--- src/rtl/clock_rate_gen_pkg.sv ---
// Shared types and helpers for the selectable-rate tick generator:
// rate modes, the period lookup and the speed/slow button decode.
package clock_rate_gen_pkg;

  typedef enum logic [1:0] {
    NORM = 2'b00,
    SLOW = 2'b01,
    FAST = 2'b10
  } mode_e;

  // Period in clk cycles of one tick interval for a given mode.
  function automatic int period_of(input mode_e mode, input int p_norm,
                                   input int speed_factor, input int slow_factor);
    case (mode)
      SLOW:    return p_norm * slow_factor;
      FAST:    return p_norm / speed_factor;
      default: return p_norm;
    endcase
  endfunction

  // Both buttons held together falls back to the normal rate.
  function automatic mode_e sel_to_mode(input logic speedup, input logic slowdown);
    case ({speedup, slowdown})
      2'b01:   return SLOW;
      2'b10:   return FAST;
      default: return NORM;
    endcase
  endfunction

endpackage

--- src/rtl/clock_rate_gen_tick_counter.sv ---
// Period counter: counts up while enabled, wraps at a runtime terminal value,
// and can be forced back to zero by a synchronous clear.
module tick_counter #(
  parameter int CW = 6
) (
  input  logic          clk,
  input  logic          rst_n,
  input  logic          en,
  input  logic          clr,
  input  logic [CW-1:0] last,
  output logic [CW-1:0] cnt,
  output logic [CW-1:0] cnt_next,
  output logic          tc
);

  assign tc = (cnt == last);

  // Clear outranks enable so a paused counter can still be restarted.
  always_comb begin
    cnt_next = cnt;
    if (clr) begin
      cnt_next = '0;
    end else if (en) begin
      cnt_next = tc ? '0 : cnt + CW'(1);
    end
  end

  // NOTE: registers take <= so every flop samples pre-edge values; '=' here
  // would race with other clocked blocks reading cnt.
  always_ff @(posedge clk) begin
    if (!rst_n) begin
      cnt <= '0;
    end else begin
      cnt <= cnt_next;
    end
  end

endmodule

--- src/rtl/clock_rate_gen.sv ---
// Single-clock tick enable generator with normal / fast / slow rates, a display
// square wave, run/pause and phase clear. Rate changes land only on tick boundaries.
module clock_rate_gen
  import clock_rate_gen_pkg::*;
#(
  parameter int CLK_HZ       = 50_000_000,
  parameter int BASE_HZ      = 1,
  parameter int SPEED_FACTOR = 2,
  parameter int SLOW_FACTOR  = 2
) (
  input  logic       clk,
  input  logic       rst_n,
  input  logic       speedup,
  input  logic       slowdown,
  input  logic       run,
  input  logic       clear,
  output logic       tick,
  output logic       sq_out,
  output logic [1:0] mode_q
);

  localparam int P_NORM = CLK_HZ / BASE_HZ;
  localparam int P_FAST = P_NORM / SPEED_FACTOR;
  localparam int P_SLOW = P_NORM * SLOW_FACTOR;
  localparam int CW     = $clog2(P_SLOW);

  if (SPEED_FACTOR < 1 || SLOW_FACTOR < 1) begin : g_bad_factor
    $error("clock_rate_gen: SPEED_FACTOR and SLOW_FACTOR must be >= 1");
  end
  if (CLK_HZ % BASE_HZ != 0) begin : g_bad_base
    $error("clock_rate_gen: CLK_HZ must be a multiple of BASE_HZ");
  end
  if (P_NORM % SPEED_FACTOR != 0) begin : g_bad_speed
    $error("clock_rate_gen: P_NORM must be a multiple of SPEED_FACTOR");
  end
  if (P_FAST < 2) begin : g_bad_fast
    $error("clock_rate_gen: fast period must be at least 2 cycles");
  end

  mode_e         mode_reg;
  mode_e         pending;
  mode_e         sel_mode;
  mode_e         mode_next;
  logic [CW-1:0] cnt;
  logic [CW-1:0] cnt_next;
  logic [CW-1:0] last;
  logic [CW-1:0] half_next;
  logic          tc;
  logic          sq_next;

  assign sel_mode = sel_to_mode(speedup, slowdown);
  assign mode_q   = mode_reg;

  tick_counter #(
    .CW(CW)
  ) u_tick_counter (
    .clk     (clk),
    .rst_n   (rst_n),
    .en      (run),
    .clr     (clear),
    .last    (last),
    .cnt     (cnt),
    .cnt_next(cnt_next),
    .tc      (tc)
  );

  // NOTE: each always_comb output gets a default before any branch so no
  // path leaves it unassigned, which would otherwise infer a latch.
  always_comb begin
    mode_next = mode_reg;
    if (clear || (run && tc)) begin
      mode_next = pending;
    end
    last      = CW'(period_of(mode_reg, P_NORM, SPEED_FACTOR, SLOW_FACTOR) - 1);
    half_next = CW'(period_of(mode_next, P_NORM, SPEED_FACTOR, SLOW_FACTOR) / 2);
    sq_next   = (cnt_next < half_next);
  end

  // While paused cnt_next and mode_next equal their current values, so sq_out
  // naturally holds without a separate branch.
  always_ff @(posedge clk) begin
    if (!rst_n) begin
      tick     <= 1'b0;
      sq_out   <= 1'b1;
      mode_reg <= NORM;
      pending  <= NORM;
    end else begin
      tick     <= !clear && run && tc;
      sq_out   <= sq_next;
      mode_reg <= mode_next;
      pending  <= sel_mode;
    end
  end

endmodule

--- config.mk ---
export PLATFORM = sky130hd
export DESIGN_NAME = clock_rate_gen
export DESIGN_NICKNAME = d
export VERILOG_FILES = /design/src/rtl/clock_rate_gen_pkg.sv /design/src/rtl/clock_rate_gen_tick_counter.sv /design/src/rtl/clock_rate_gen.sv
export SDC_FILE = /design/constraint.sdc
export NUM_CORES = 1
export LEC_CHECK = 0
export BUFFER_PORTS_ARGS = -buffer_cell sky130_fd_sc_hd__buf_2
export CAP_MARGIN = 0
export CORE_ASPECT_RATIO = 0.8
export CORE_UTILIZATION = 60
export CTS_CLUSTER_DIAMETER = 40
export CTS_CLUSTER_SIZE = 16
export DETAILED_ROUTE_END_ITERATION = 6
export PLACE_DENSITY = 0.78
export SKIP_LAST_GASP = 1
export SLEW_MARGIN = 20
export SYNTH_ARGS = -nofsm -noshare
export SYNTH_HDL_FRONTEND = slang
export SYNTH_HIERARCHICAL = 1
export SYNTH_SLANG_ARGS = --single-unit
--- constraint.sdc ---
create_clock -name clk -period 11.01 [get_ports clk]
set_clock_uncertainty 0.2 [all_clocks]
set_input_delay 0.5505 -clock clk [delete_from_list [all_inputs] [get_ports clk]]
set_output_delay 0.5505 -clock clk [all_outputs]
set_load 0.1 [all_outputs]
==> metrics.txt <==
status complete, no violations; antenna violations before repair 0; Hold EP pending[0]; layout net count 312; fmax 249 MHz; worst r2r path cells 17; CP Class reg2reg; Setup violations, final 0; Cell Rows 19; vias 1804; post-CTS setup buffer count 0; Post-CTS Hold Buffers 0; Placer Congestion 0.952; Yosys warning count 6; routed wire length per instance 15.3 um; share of power burned in combinational logic 7.8%; die width 71.0 um; WL final 5030 um; Reg clk slew, reported paths 0.07 ns; Design Power 0.260 mW; maximum fanout along the worst path 5; max cap viols 0; initial detailed-routing violation count 97; synthesized instance count 266; Die Area 4070 um^2; Top Ports 10; first-pass GRT wire length 8290 um; Seq pwr share 46.4%; P_leak 1.08 nW; initial core utilization 64.6%; Avg Cell Area, Syn 8.60 um^2; CTS tree built; Core Footprint 3540 um^2; setup_tns 0 ns; Syn-to-layout area delta 8.09%; sw frac 22.9%; drt drc 0; worst hold path type in2reg; Root Buffer clkbuf_8; Final min period 4.02 ns; Remaining Overflow, GRT 0; Critical Path Source Type flip-flop; deepest clock path buffer count 2; Worst Tran Pin Value 0.803 ns; drt pass-1 iters 4; CTS resizes 0; Post-DRT Antenna Nets 0; fin crit share 36.5%; VDD IR max 0.0650 mV; Critical Path AT 4.01 ns; worst path required time 11.00 ns; antenna fix cells 0; Tot GR Track Use 27.2%; number of port buffers 9; net load switching power 0.0597 mW; Slew HR 46.3%; vias in the first global route 1782; dpl hpwl 3860 um; beginning of the worst register-to-register path mode_q[0]; clock share of power 45.8%; hold path startpoint speedup; Hold Path Depth 2; largest net degree at the start of global routing 28; FILL cells 284; die height 57.2 um; Clk Latency, worst-skew pair 0.29 ns; CTS sink cnt 33; FF-to-FF End sq_out; vias per cell 5.48; Int Pwr 0.201 mW; Num CTS Buffers 5; PwrDens 105 nW/um^2; setup slack, reg-to-reg 6.99 ns; critical path endpoint category flip-flop; Slew Viols, Final 0; Syn Std Cell Area 2290 um^2; layout cells sized above 1 11.5%; H-tree levels 2; RSZ-0062 raised after global routing no; Final Hold Viols 0
layout make-up:
cell class	count	area, um^2	share of cell area [%]
Clock buffer	7	86.3	3.49
Clock inverter	1	30.0	1.21
Inverter	12	45.0	1.82
Multi-Input combinational cell	225	1550	62.8
Sequential cell	33	661	26.7
Tap cell	42	52.6	2.12
Timing Repair Buffer	9	45.0	1.82
registers in the layout (all words and copies together), names as in the netlist:
name	count
u_tick_counter/cnt	27
mode_q	2
pending	2
tick	1
sq_out	1
layout by cell type, fill, tap and decap left out, types with 2 or more instances in the layout:
cell type	n
nand4_2	2
nand2_1	14
clkbuf_8	6
ha_1	20
xnor2_1	6
nor3_1	3
a21oi_1	2
nor4_2	2
inv_1	12
nor2_2	5
mux2i_1	3
buf_2	9
conb_1	13
xor2_1	47
nand3_1	7
nor2_1	53
nor4_1	6
nor2b_1	3
dfxtp_1	33
nand4_1	16
o21ai_0	4
worst max-delay path, cell delays in order, from the launching register on:
cell and delay, ns:
dfxtp_1 0.40, inv_1 0.09, ha_1 0.35, inv_1 0.11
xor2_1 0.16, nor4_1 0.29, nand4_2 0.23, nor2_1 0.18
a21oi_1 0.14, mux2i_1 0.29, inv_1 0.08, ha_1 0.35
inv_1 0.10, ha_1 0.30, nand4_1 0.13, nor3_1 0.24
a211oi_2 0.10, o21a_1 0.18
how the worst max path moves through the flow:
| stage | start | end | cells past startpoint |
|---|---|---|---|
| after global placement | mode_q[0] | sq_out | 17 |
| after CTS | mode_q[0] | sq_out | 17 |
| final | mode_q[0] | sq_out | 17 |
| after global routing | mode_q[0] | sq_out | 17 |
| after floorplan | mode_q[0] | sq_out | 17 |
| after detailed placement | mode_q[0] | sq_out | 17 |
layer usage:
| layer | vias up | global-route usage (%) | wire length (um) |
|---|---|---|---|
| met4 | 0 | 12.0 | 100 |
| li1 | 922 | - | - |
| met5 | - | 0 | 0 |
| met1 | 815 | 37.5 | 2400 |
| met2 | 54 | 40.8 | 2150 |
| met3 | 13 | 6.18 | 383 |
metrics by stage:
stage	std cells	hold slack [ns]	util, %	cell area (um^2)	setup WS (ns)
3_3_place_gp	321	0.349	66.5	2360	7.16
4_1_cts	329	0.214	69.8	2470	6.99
3_5_place_dp	321	0.356	66.5	2360	7.01
5_1_grt	329	0.216	69.8	2470	6.60
2_1_floorplan	277	0.303	-	2330	6.61
6_report	329	0.219	69.8	2470	6.99
power by group through the flow:
stage	sequential [mW]	combinational, mW	clock (mW)
final	0.121	0.0204	0.119
after global routing	0.121	0.0228	0.128
after CTS	0.121	0.0204	0.121
after detailed placement	0.123	0.0203	0
after global placement	0.123	0.0199	0
after floorplan	0.125	0.0159	0
No activity file was read; power rests on OpenSTA's default activity.
